$ cat config.mk
export PLATFORM = sky130hd
export DESIGN_NAME = l1_port_arbiter_flat
export DESIGN_NICKNAME = d
export VERILOG_FILES = /design/src/rtl/l1_port_arbiter_if.sv /design/src/rtl/l1_port_arbiter.sv /design/src/flat_wrapper.sv
export SDC_FILE = /design/constraint.sdc
export NUM_CORES = 1
export LEC_CHECK = 0
export ABC_AREA = 1
export CAP_MARGIN = 20
export CORE_ASPECT_RATIO = 1.25
export CORE_MARGIN = 4
export CORE_UTILIZATION = 45
export DETAILED_ROUTE_END_ITERATION = 12
export MAX_ROUTING_LAYER = met4
export PLACE_DENSITY = 0.81
export SLEW_MARGIN = 40
export SYNTH_ARGS = -nofsm -noshare
export SYNTH_HDL_FRONTEND = slang
export SYNTH_SLANG_ARGS = --single-unit
$ cat constraint.sdc
create_clock -name clk -period 3.78 [get_ports clk]
set_clock_uncertainty 0.05 [all_clocks]
set_input_delay 1.134 -clock clk [delete_from_list [all_inputs] [get_ports clk]]
set_output_delay 1.134 -clock clk [all_outputs]
set_load 0.03 [all_outputs]
$ cat src/rtl/l1_port_arbiter_if.sv
// L1 fetch/data requester signals and backing-memory handshake shared by l1_port_arbiter.
// master: arbiter view; slave: requesters plus memory view.
interface l1_port_arbiter_if;
  logic        Ireq;
  logic [31:0] Iaddr;
  logic [31:0] Iinstn;
  logic        Iwait;
  logic        Dmemaccess;
  logic        Dwe;
  logic [31:0] Daddr;
  logic [31:0] Dwritedata;
  logic [31:0] Dreaddata;
  logic        Dwait;
  logic        mem_req;
  logic        mem_we;
  logic [29:0] mem_addr;
  logic [31:0] mem_wdata;
  logic [31:0] mem_rdata;
  logic        mem_ready;

  modport master (
    input  Ireq, Iaddr, Dmemaccess, Dwe, Daddr, Dwritedata, mem_rdata, mem_ready,
    output Iinstn, Iwait, Dreaddata, Dwait, mem_req, mem_we, mem_addr, mem_wdata
  );

  modport slave (
    output Ireq, Iaddr, Dmemaccess, Dwe, Daddr, Dwritedata, mem_rdata, mem_ready,
    input  Iinstn, Iwait, Dreaddata, Dwait, mem_req, mem_we, mem_addr, mem_wdata
  );
endinterface

$ cat src/rtl/l1_port_arbiter.sv
// Shares one single-ported memory between fetch and data ports, one access at a time, with timeout.
// Optional macro ARB_ROUND_ROBIN_EN: alternate grants on simultaneous requests (default: D priority).
module l1_port_arbiter #(
  parameter int unsigned TIMEOUT_CYCLES = 255
) (
  input  logic                  clk,
  input  logic                  reset,
  l1_port_arbiter_if.master     bus,
  output logic                  err_timeout
);

  typedef enum logic [1:0] {StIdle, StIBusy, StDBusy} state_e;

  localparam logic [15:0] TermCnt = 16'(TIMEOUT_CYCLES - 1);

  state_e      state_q, state_d;
  logic [29:0] addr_q, addr_d;
  logic        we_q, we_d;
  logic [31:0] wdata_q, wdata_d;
  logic [15:0] cnt_q, cnt_d;
  logic [31:0] iinstn_q, iinstn_d;
  logic [31:0] dread_q, dread_d;
  logic        err_q, err_d;

  logic        busy, abort, done;
  logic        i_done, d_done, d_rd_done;
  logic [31:0] rsp_data;
  logic        grant_d, grant_i;
  logic        unused_addr_lsb;

  assign unused_addr_lsb = ^{bus.Iaddr[1:0], bus.Daddr[1:0]};

`ifdef ARB_ROUND_ROBIN_EN
  logic last_d_q, last_d_d;  // 1 when D was the most recent grant

  assign grant_d = bus.Dmemaccess & (~bus.Ireq | ~last_d_q);

  always_comb begin
    last_d_d = last_d_q;
    if (state_q == StIdle) begin
      if (grant_d) begin
        last_d_d = 1'b1;
      end else if (grant_i) begin
        last_d_d = 1'b0;
      end
    end
  end

  always_ff @(posedge clk) begin
    if (reset) begin
      last_d_q <= 1'b0;
    end else begin
      last_d_q <= last_d_d;
    end
  end
`else
  assign grant_d = bus.Dmemaccess;
`endif

  assign grant_i = bus.Ireq & ~grant_d;

  // Completion outranks the terminal count; nothing completes while reset is held.
  assign busy      = (state_q != StIdle);
  assign abort     = busy & ~reset & ~bus.mem_ready & (cnt_q == TermCnt);
  assign done      = busy & ~reset & (bus.mem_ready | abort);
  assign i_done    = done & (state_q == StIBusy);
  assign d_done    = done & (state_q == StDBusy);
  assign d_rd_done = d_done & ~we_q;
  assign rsp_data  = bus.mem_ready ? bus.mem_rdata : 32'h0;

  always_comb begin
    state_d  = state_q;
    addr_d   = addr_q;
    we_d     = we_q;
    wdata_d  = wdata_q;
    cnt_d    = cnt_q;
    iinstn_d = iinstn_q;
    dread_d  = dread_q;
    err_d    = err_q | abort;

    case (state_q)
      StIdle: begin
        if (grant_d) begin
          state_d = StDBusy;
          addr_d  = bus.Daddr[31:2];
          we_d    = bus.Dwe;
          wdata_d = bus.Dwritedata;
          cnt_d   = '0;
        end else if (grant_i) begin
          state_d = StIBusy;
          addr_d  = bus.Iaddr[31:2];
          we_d    = 1'b0;
          cnt_d   = '0;
        end
      end
      StIBusy, StDBusy: begin
        if (done) begin
          state_d = StIdle;
        end else begin
          cnt_d = 16'(cnt_q + 16'd1);
        end
      end
      default: state_d = StIdle;
    endcase

    // A requester that has already dropped its request gets nothing latched.
    if (i_done && bus.Ireq) begin
      iinstn_d = rsp_data;
    end
    if (d_rd_done && bus.Dmemaccess) begin
      dread_d = rsp_data;
    end
  end

  always_ff @(posedge clk) begin
    if (reset) begin
      state_q  <= StIdle;
      addr_q   <= '0;
      we_q     <= 1'b0;
      wdata_q  <= '0;
      cnt_q    <= '0;
      iinstn_q <= '0;
      dread_q  <= '0;
      err_q    <= 1'b0;
    end else begin
      state_q  <= state_d;
      addr_q   <= addr_d;
      we_q     <= we_d;
      wdata_q  <= wdata_d;
      cnt_q    <= cnt_d;
      iinstn_q <= iinstn_d;
      dread_q  <= dread_d;
      err_q    <= err_d;
    end
  end

  always_comb begin
    bus.mem_req   = busy;
    bus.mem_we    = (state_q == StDBusy) & we_q;
    bus.mem_addr  = addr_q;
    bus.mem_wdata = wdata_q;
    bus.Iwait     = bus.Ireq & ~i_done;
    bus.Dwait     = bus.Dmemaccess & ~d_done;
    bus.Iinstn    = i_done ? rsp_data : iinstn_q;
    bus.Dreaddata = d_rd_done ? rsp_data : dread_q;
    err_timeout   = err_q;
  end

endmodule

$ cat src/flat_wrapper.sv
// flat-port wrapper written by rule: the top's interface ports become plain ports
module l1_port_arbiter_flat 
#(
  parameter int unsigned TIMEOUT_CYCLES = 255
)
  (clk, reset, err_timeout, bus_Ireq, bus_Iaddr, bus_Dmemaccess, bus_Dwe, bus_Daddr, bus_Dwritedata, bus_mem_rdata, bus_mem_ready, bus_Iinstn, bus_Iwait, bus_Dreaddata, bus_Dwait, bus_mem_req, bus_mem_we, bus_mem_addr, bus_mem_wdata);
  l1_port_arbiter_if bus_i ();
  input  logic clk;
  input  logic reset;
  output logic err_timeout;
  input wire logic [$bits(bus_i.Ireq)-1:0] bus_Ireq;
  input wire logic [$bits(bus_i.Iaddr)-1:0] bus_Iaddr;
  input wire logic [$bits(bus_i.Dmemaccess)-1:0] bus_Dmemaccess;
  input wire logic [$bits(bus_i.Dwe)-1:0] bus_Dwe;
  input wire logic [$bits(bus_i.Daddr)-1:0] bus_Daddr;
  input wire logic [$bits(bus_i.Dwritedata)-1:0] bus_Dwritedata;
  input wire logic [$bits(bus_i.mem_rdata)-1:0] bus_mem_rdata;
  input wire logic [$bits(bus_i.mem_ready)-1:0] bus_mem_ready;
  output wire logic [$bits(bus_i.Iinstn)-1:0] bus_Iinstn;
  output wire logic [$bits(bus_i.Iwait)-1:0] bus_Iwait;
  output wire logic [$bits(bus_i.Dreaddata)-1:0] bus_Dreaddata;
  output wire logic [$bits(bus_i.Dwait)-1:0] bus_Dwait;
  output wire logic [$bits(bus_i.mem_req)-1:0] bus_mem_req;
  output wire logic [$bits(bus_i.mem_we)-1:0] bus_mem_we;
  output wire logic [$bits(bus_i.mem_addr)-1:0] bus_mem_addr;
  output wire logic [$bits(bus_i.mem_wdata)-1:0] bus_mem_wdata;
  assign bus_i.Ireq = bus_Ireq;
  assign bus_i.Iaddr = bus_Iaddr;
  assign bus_i.Dmemaccess = bus_Dmemaccess;
  assign bus_i.Dwe = bus_Dwe;
  assign bus_i.Daddr = bus_Daddr;
  assign bus_i.Dwritedata = bus_Dwritedata;
  assign bus_i.mem_rdata = bus_mem_rdata;
  assign bus_i.mem_ready = bus_mem_ready;
  assign bus_Iinstn = bus_i.Iinstn;
  assign bus_Iwait = bus_i.Iwait;
  assign bus_Dreaddata = bus_i.Dreaddata;
  assign bus_Dwait = bus_i.Dwait;
  assign bus_mem_req = bus_i.mem_req;
  assign bus_mem_we = bus_i.mem_we;
  assign bus_mem_addr = bus_i.mem_addr;
  assign bus_mem_wdata = bus_i.mem_wdata;
  l1_port_arbiter #(.TIMEOUT_CYCLES(TIMEOUT_CYCLES)) u_core (.clk(clk), .reset(reset), .bus(bus_i), .err_timeout(err_timeout));
endmodule
==> metrics.txt <==
post-synth cell types=28; initial antenna violation count=0; part of the cycle the worst path needs=102%; H-tree Lvls=4; vias per inst=between 4 and 5; cell area power density=about 380 nW/um^2; Hold Slack=0.403 ns; total of max-cap violations=0; Fill cells=about 1100; Fmax achieved=approximately 260 MHz; Bufs on Longest Clock Path=2; I/O pin count=about 270; vias in the first global route=roughly 7700; root buffer cell=clkbuf_16; Yosys top cell by area=dfxtp_1; kind of critical path=in2out; Iteration-0 DRC Markers=~600; P_leak=between 5 and 6 nW; violations in the final reports=setup timing; Worst Slack Setup Final=-0.0639 ns; sequential-to-total area share from yosys stat=roughly 41%; Peak VDD IR=between 300 and 400 uV; Detailed Place HPWL=~15000 um; Required @ worst endpoint=around 2.6 ns; Least-Margin Pin Slew=between 0.6 and 0.7 ns; clk sink count=between 100 and 150; Async SR Flop Fraction=0%; critical path data arrival time=2.66 ns; Die Wd=roughly 120 um; core area=roughly 16000 um^2; Post-synth EDFFs=0; Max-Slew Margin vs Limit=56.5%; most frequent cells after synthesis=nand2_1 (286), nor2_1 (186), dfxtp_1 (146), inv_1 (124), a21oi_1 (113); WL final=approximately 24000 um; Switching Power=between 1 and 1.5 mW; TritonRoute pass-1 iters=5; average wire per cell in the routed design=14.9 um; hold crit path type=reg2reg; setup violators final=30; Initial Util=45.6%; Clock Latency Late Sink=approximately 0.42 ns; antenna viol nets, final=0; total power=around 4.3 mW; Synth top area share=approximately 41%; nets@finish=roughly 1500; Syn Area/Cell=6.40 um^2; clock power share=38.4%; hold buffer count at cts=0; global-route wire length before repair=roughly 36000 um; share of cells above drive strength 1=approximately a fifth; top-count cell post-synth=nand2_1; Post-Syn Instances=1106; Via Count=approximately 8100; unrepaired setup endpoints after global routing=yes; max-slew violation count=0; gpl congestion=0.879; worst-path fanout max=5; die area=approximately 18000 um^2; register share of total power=between 30% and 40%; Synth Flop Type=dfxtp_1; diode count=0; DIE HEIGHT=between 100 and 150 um; Cell Rows=between 50 and 60; Synth warnings=0; Worst setup EP type=output pin; top area cells in the synthesized netlist=dfxtp_1 (41%), nand2_1 (15%), nor2_1 (9.9%); Overflow after GRT=0; pin count of the biggest net entering global routing=65; fin crit period=approximately 3.8 ns; CTS buffer count=17; TritonCTS clock tree=yes; clock-pin slew on the worst setup and hold paths=~0.06 ns; internal power=3.04 mW; Final Hold Fails=0; GRT Overall Usage=between 20 and 30%; Mapped Area=about 7100 um^2; Layout area overhead=59.8%; syn_nets=1245; status=finished with violations; Worst Setup Start Kind=input pin; combinational share of power=between 20% and 30%; IO buf count=260; # DRC=0; Synth Register Bits=146; Sw Ratio=roughly 30%
==> flip-flops by register name, summed over array words and instances (netlist names) <==
signal / cells
u_core.bus.mem_wdata: 32
u_core.dread_q: 32
u_core.iinstn_q: 32
u_core.bus.mem_addr: 30
u_core.cnt_q: 16
u_core.state_q: 2
u_core.err_timeout: 1
u_core.we_q: 1
==> final cells by class <==
type | count | area (um^2) | share of cell area [%]
well taps | 212 | 265 | 2.35
clock buffers | 20 | 447 | 3.95
inverters | 130 | 489 | 4.33
clock inverters | 12 | 134 | 1.18
multi-input cells | 762 | 3640 | 32.2
repair buffers | 346 | 3410 | 30.2
flip-flops and latches | 146 | 2920 | 25.8
==> routing by layer <==
| layer | GRT usage (%) | routed length [um] | vias up |
|---|---|---|---|
| met5 | - | 0 | - |
| met4 | 9.46 | 690 | 0 |
| met3 | 7.00 | 1810 | 54 |
| met2 | 44.8 | 12300 | 330 |
| met1 | 28.7 | 9480 | 3644 |
| li1 | - | - | 4043 |
==> power by group through the flow <==
stage / Clock (mW) / Sequential (mW) / Combinational [mW]
after floorplan: 0 / 1.89 / 0.333
after global placement: 0 / 1.71 / 0.945
after detailed placement: 0 / 1.72 / 0.951
after CTS: 1.68 / 1.68 / 0.974
after global routing: 1.75 / 1.70 / 1.06
final: 1.67 / 1.68 / 0.989
==> placed cells by master, fill, tap and decap left out, types with 2 or more instances in the layout <==
cell type,instances
o21ai_1,34
ha_1,4
nand3_1,16
o21ai_2,28
buf_12,9
buf_4,102
dfxtp_1,146
buf_8,3
buf_2,2
nor3_1,6
o21ai_4,2
clkinvlp_4,2
buf_6,35
o21ai_0,68
inv_1,123
nor2_1,184
xor2_1,5
clkdlybuf4s50_1,191
nor2_4,2
inv_2,6
nand2_2,18
nand2_4,14
a211oi_1,2
nand2_1,255
clkbuf_1,2
nand3_2,2
clkinv_2,4
bufinv_16,2
clkinv_4,4
nand4_1,2
clkbuf_16,20
a21oi_1,112
==> stage by stage <==
| step | setup TNS [ns] | worst slack [ns] | cells | instance area (um^2) | utilization [%] |
|---|---|---|---|---|---|
| 5_1_grt | -2.64 | -0.117 | 1628 | 11300 | 72.9 |
| 3_5_place_dp | -11.83 | -0.316 | 1568 | 10100 | 65.0 |
| 4_1_cts | -1.06 | -0.0728 | 1626 | 11100 | 71.5 |
| 3_3_place_gp | -11.42 | -0.307 | 1568 | 10100 | 65.0 |
| 6_report | -1.05 | -0.0639 | 1628 | 11300 | 72.9 |
| 2_1_floorplan | 0 | 0.0211 | 1106 | 7180 | - |
==> worst max-delay path, cell delays in order <==
cell	delay (ns)
buf_6	0.10
nor2_4	0.12
nand3_2	0.13
nor2_4	0.12
nand2_2	0.08
nand2_2	0.08
nand2_4	0.06
nor3_4	0.15
buf_12	0.15
buf_12	0.13
buf_6	0.13
nand2_2	0.06
o21ai_2	0.07
buf_6	0.16
==> what timing repair did <==
| action | 4_1_cts | 5_1_grt |
|---|---|---|
| gates resized for setup | 65 | 40 |
| buffers inserted | 24 | 2 |
| setup endpoints to repair | 65 | 36 |
| cloned | 2 | 3 |
| pin swaps | 7 | 7 |
==> final timing paths <==
path                      start                 end  slack [ns]  cells after the start
max                       reset    bus_Dreaddata[8]       -0.06                     14
min          u_core.err_timeout  u_core.err_timeout        0.40                      2
max reg2reg   u_core.state_q[0]  u_core.err_timeout        0.15                     25
min reg2reg  u_core.err_timeout  u_core.err_timeout        0.40                      2
==> kinds of logic (layout without fill, tap and decap cells) <==
group | count (synthesis) | in the layout | share of synthesized area (%)
xor gates and xnor gates | 6 | 6 | 0.742
and+or+nand+nor | 503 | 503 | 27.8
DFF | 146 | 146 | 41.3
AOI/OAI and AO/OA | 248 | 248 | 17.8
adders and majority gates | 5 | 5 | 0.884
buffers and inverters | 198 | 508 | 11.5
Power figures use the tool's default switching activity.
